==> src/rtl/cam_pkg.sv <==
// Shared definitions for the CAM write path: CAM mode encodings, BF16 field layout,
// address split and the loader FSM state type.
package cam_pkg;

    localparam logic [2:0] CAM_IDLE  = 3'b000;
    localparam logic [2:0] CAM_STORE = 3'b001;

    localparam int unsigned BF16_SIGN_BIT = 15;
    localparam int unsigned BF16_EXP_MSB  = 14;
    localparam int unsigned BF16_EXP_LSB  = 7;
    localparam int unsigned BF16_MAN_MSB  = 6;
    localparam logic [7:0]  EXP_SPECIAL   = 8'hFF;

    // cmp_addr = {row, col}
    localparam int unsigned CAM_ADDR_W = 10;
    localparam int unsigned CAM_ROW_W  = 5;
    localparam int unsigned CAM_COL_W  = 5;

    typedef enum logic [2:0] {
        StIdle,
        StWaitData,
        StWrite,
        StCommit,
        StDone
    } loader_state_e;

    function automatic logic is_exp_special(input logic [15:0] word);
        return word[BF16_EXP_MSB:BF16_EXP_LSB] == EXP_SPECIAL;
    endfunction

endpackage

==> src/rtl/cam_store_loader.sv <==
// Write sequencer for CAM_Top: takes BF16 words over valid/ready, holds each in STORE mode
// for WR_CYCLES cycles at consecutive addresses, then commits the burst with update_signal.
module cam_store_loader
    import cam_pkg::*;
#(
    parameter int unsigned WR_CYCLES = 2,
    parameter int unsigned ADDR_W    = CAM_ADDR_W,
    parameter int unsigned CNT_W     = 11
) (
    input  logic              CLK,
    input  logic              rst,
    input  logic              start,
    input  logic [ADDR_W-1:0] base_addr,
    input  logic [CNT_W-1:0]  count,
    input  logic              abort,
    input  logic              in_valid,
    input  logic [15:0]       in_data,
    output logic              in_ready,
    output logic [15:0]       data_in,
    output logic [ADDR_W-1:0] cmp_addr,
    output logic [2:0]        state_ctrl,
    output logic              update_signal,
    output logic              busy,
    output logic              done,
    output logic              exp_special
);

    localparam logic [3:0] HOLD_INIT = 4'(WR_CYCLES - 1);

    loader_state_e     state_q, state_d;
    logic [3:0]        hold_q, hold_d;
    logic [CNT_W-1:0]  rem_q, rem_d;
    logic [ADDR_W-1:0] addr_q, addr_d;
    logic [15:0]       data_q, data_d;
    logic              exp_q, exp_d;

    always_comb begin
        state_d = state_q;
        hold_d  = hold_q;
        rem_d   = rem_q;
        addr_d  = addr_q;
        data_d  = data_q;
        exp_d   = exp_q;
        // abort outranks every other input, but only outside IDLE
        if (abort && (state_q != StIdle)) begin
            state_d = StIdle;
        end else begin
            unique case (state_q)
                StIdle: begin
                    if (start) begin
                        if (count != '0) begin
                            addr_d  = base_addr;
                            rem_d   = count;
                            exp_d   = 1'b0;
                            state_d = StWaitData;
                        end else begin
                            state_d = StDone;
                        end
                    end
                end
                StWaitData: begin
                    if (in_valid) begin
                        data_d  = in_data;
                        hold_d  = HOLD_INIT;
                        state_d = StWrite;
                    end
                end
                StWrite: begin
                    if (is_exp_special(data_q)) begin
                        exp_d = 1'b1;
                    end
                    if (hold_q == 4'd0) begin
                        addr_d  = addr_q + 1'b1;
                        rem_d   = rem_q - 1'b1;
                        state_d = (rem_q == CNT_W'(1)) ? StCommit : StWaitData;
                    end else begin
                        hold_d = hold_q - 4'd1;
                    end
                end
                StCommit: state_d = StDone;
                StDone:   state_d = StIdle;
                default:  state_d = StIdle;
            endcase
        end
    end

    always_ff @(posedge CLK or negedge rst) begin
        if (!rst) begin
            state_q <= StIdle;
            hold_q  <= '0;
            rem_q   <= '0;
            addr_q  <= '0;
            data_q  <= '0;
            exp_q   <= 1'b0;
        end else begin
            state_q <= state_d;
            hold_q  <= hold_d;
            rem_q   <= rem_d;
            addr_q  <= addr_d;
            data_q  <= data_d;
            exp_q   <= exp_d;
        end
    end

    // Control outputs are pure decodes of the state register: no path from in_valid.
    assign in_ready      = (state_q == StWaitData);
    assign state_ctrl    = (state_q == StWrite) ? CAM_STORE : CAM_IDLE;
    assign update_signal = (state_q == StCommit);
    assign done          = (state_q == StDone);
    assign busy          = (state_q != StIdle);
    assign data_in       = data_q;
    assign cmp_addr      = addr_q;
    assign exp_special   = exp_q;

endmodule

==> config.mk <==
export PLATFORM = sky130hd
export DESIGN_NAME = cam_store_loader
export DESIGN_NICKNAME = d
export VERILOG_FILES = /design/src/rtl/cam_pkg.sv /design/src/rtl/cam_store_loader.sv
export SDC_FILE = /design/constraint.sdc
export NUM_CORES = 1
export LEC_CHECK = 0
export ABC_CLOCK_PERIOD_IN_PS = 2100
export CAP_MARGIN = 20
export CORE_ASPECT_RATIO = 0.5
export CORE_UTILIZATION = 47
export CTS_CLUSTER_SIZE = 30
export DETAILED_ROUTE_END_ITERATION = 8
export PLACE_DENSITY = 0.84
export SLEW_MARGIN = 20
export SYNTH_ARGS = -nofsm -noshare
export SYNTH_HDL_FRONTEND = slang
export SYNTH_SLANG_ARGS = --single-unit
==> constraint.sdc <==
create_clock -name CLK -period 2.1 [get_ports CLK]
set_clock_uncertainty 0.15 [all_clocks]
set_input_delay 0.42 -clock CLK [delete_from_list [all_inputs] [get_ports CLK]]
set_output_delay 0.42 -clock CLK [all_outputs]
set_load 0.01 [all_outputs]
==> results of run 1 <==
==> report_power, final <==
group / internal (mW) / leakage, nW / total (mW) / switching (mW)
clock network: 0.346 / 0.0540 / 0.643 / 0.297
logic: 1.24 / 0.864 / 2.30 / 1.06
registers: 1.26 / 0.539 / 1.65 / 0.386
==> worst max path at each step <==
stage	end	start
finish	rem_q[8]	rem_q[1]
global route	rem_q[8]	rem_q[1]
CTS	rem_q[8]	rem_q[1]
detailed placement	rem_q[5]	count[0]
global placement	rem_q[1]	count[0]
floorplan	rem_q[8]	rem_q[0]
==> final cells by class <==
class	count	share of cell area, %
flip-flops and latches	45	31.7
clock buffers	5	1.94
inverters	12	1.30
clock inverters	2	0.987
multi-input cells	183	36.2
well taps	70	2.47
repair buffers	92	25.4
==> per-layer routing <==
| layer | share of wire (%) | vias up |
|---|---|---|
| li1 | - | 1127 |
| met1 | 43 | 1149 |
| met2 | 50 | 86 |
| met3 | 6.2 | 7 |
| met4 | 0.82 | 0 |
| met5 | 0 | - |
==> cell usage in the layout (no fill, tap or decap), types with 3 or more instances in the layout <==
| master | instances |
|---|---|
| mux2_2 | 17 |
| nand3_1 | 12 |
| a22oi_1 | 5 |
| buf_12 | 3 |
| mux2i_1 | 4 |
| a21oi_1 | 13 |
| nand2_1 | 18 |
| clkbuf_8 | 5 |
| o2bb2ai_1 | 7 |
| dlygate4sd2_1 | 4 |
| nand4_1 | 7 |
| a31oi_1 | 12 |
| clkdlybuf4s50_1 | 67 |
| ha_1 | 5 |
| o31ai_1 | 7 |
| dfrtp_1 | 45 |
| o21ai_0 | 14 |
| nor2_1 | 11 |
| nor3_1 | 7 |
| o211ai_1 | 3 |
| buf_4 | 16 |
| inv_1 | 11 |
| nand2b_1 | 3 |
==> timing repair <==
action / 4_1_cts / 5_1_grt
endpoints found under the hold margin: 0 / 0
resized for setup: 6 / 9
endpoints found under the setup margin: 5 / 13
pin swaps: 0 / 0
==> registers in the layout (all words and copies together) (netlist names) <==
signal and flops:
state_q 3, data_in 16, rem_q 11, cmp_addr 10, exp_special 1, hold_q 4
==> cells by family (layout without fill, tap and decap cells) <==
family	count (synthesis)	count (layout)	synth area share, %
compound gates	75	75	20.2
fa+ha+maj	5	5	2.50
flops	45	45	45.0
simple gates	80	80	17.2
other cells	1	2	0.150
mux	21	21	9.26
buf+inv	30	111	5.61
==> per-stage QoR <==
stage	std cells	TNS [ns]	power (mW)	hold WS, ns
3_5_place_dp	402	-5.11	3.91	0.338
4_1_cts	409	0	4.54	0.0583
5_1_grt	409	-0.0167	4.88	0.0788
6_report	409	0	4.59	0.0267
3_3_place_gp	402	-1.27	3.79	0.327
2_1_floorplan	258	0	2.75	-0.0256
==> results.cfg, run 1 <==
[cts]
cts_tree = done
hold_buffers = 0
clockBufferDepth = 2
cts_made_buffers = 5
htree_levels = 2
cts-root-buf = clkbuf_8
clk_latency_ns = 0.30
clock-sinks = 45
path_clk_slew_ns = 0.09
post_cts_buffers = 0

[critical_path]
path_max_fanout = 6
cp.depth = 6
worstPathRequired_ns = 2.14
cp-start-kind = flip-flop
cpPeakStageDelay_ns = 0.44
critPathBufInv = 1
r2r_slack_ns = 0.07
reg2reg_from = rem_q[1]
path_cells = inv_1, ha_1, or3b_4, o41ai_2, nand3_1, o2bb2ai_1
crit_family = simple AND/OR/NAND/NOR gates
rr_endpoint = rem_q[8]
cp.arrival_ns = 2.07
reg2reg_depth = 6
crit_slowest_cell = or3b_4
setup.worst_path.end_class = flip-flop
worstSetupPathType = flip-flop to flip-flop

[finish]
fin_nets = 386
fillers = 372
syn2layout_area_growth_pct = 42.0
seq_area_um2 = 1130
fin_area_um2 = 3550
post-route-util_pct = 70.7
drive_gt1_share_pct = 17.1
diodes = 0
multiInputGateArea_um2 = 1280

[pwr]
power_density_nw_per_um2 = 1290
ir_drop_mv = 0.602
leakagePower_nw = 1.46

[place]
port_buffers = 73
gp_congestion = 0.901
hpwl_um = 4850
place_area_um2 = 3400
pre_cts_slack_ns = -0.200

[global_routing]
grtUsageMet3_pct = 5.69
antenna_found_initial = 0
grt_usage_pct = 24.7
grt_max_degree = 46
grt_pass1_vias = 2287
grtUsageMet1_pct = 31.2
grt-ovfl-total = 0
gr-usage-met2_pct = 43.3
grt_most_used_layer = met2
grt_pass1_wl_um = 10700

[floorplan]
std_cell_rows = 18
pin_count = 76
die_h_um = 53.6
core_um2 = 5020
initial_utilization_pct = 49.8
fp.dieW_um = 105
die_area_um2 = 5630

[drt]
finalWirelength_um = 6730
avgRoutedWirePerCell_um = 16.5
post-route-drc-count = 0
first_iter_violations = 117
ant_nets = 0
dr.pass1.iters = 4
routed-via-count = 2369
post_drt_via_cell_ratio = 5.79

[sta]
setup_slack_ns = 0.0724
timing.fmax_mhz = 493
finalCritPeriodShare_pct = 96.6
slew_headroom_pct = 61.9
min_period_ns = 2.03
hold_viol = 0
worstMarginPinSlew_ns = 0.572
setup_violations = 0
slew_viol_final = 0

[min_path]
hold_path_class = input port to async pin

[synthesis]
synth_top_area_cell = dfrtp_1
synthCells = 257
synth_ff_type = dfrtp_1
seq_area_frac_synth_pct = 45.0
syn_area_um2 = 2500
synth_top_area_share_pct = 45.0
syn_avg_cell_area_um2 = 9.73
yosys-top-cells-count = 45 x dfrtp_1, 18 x nand2_1, 17 x mux2_2
ys_ff_latch = 45
ys_warn_count = 0
synth-edff-count = 0
ys_types = 52
async_reset_ff_share_pct = 100
synthTopCellsByArea = dfrtp_1 45%, mux2_2 7.7%, a31oi_1 3.0%
synth_most_common_cell = dfrtp_1

[job]
drv_cap = 0

[run_status]
status = finished clean
Note: power is estimated with default switching activity, not from simulation.
==> inputs of run 2 (changes only) <==
--- a/config.mk
+++ b/config.mk
@@ -9,7 +9,7 @@
 export CAP_MARGIN = 20
 export CORE_ASPECT_RATIO = 0.5
 export CORE_UTILIZATION = 47
-export CTS_CLUSTER_SIZE = 30
+export CTS_CLUSTER_SIZE = 8
 export DETAILED_ROUTE_END_ITERATION = 8
 export PLACE_DENSITY = 0.84
 export SLEW_MARGIN = 20
==> results of run 2 <==
No change in the layout: final DEF, timing and power equal those of run 1.
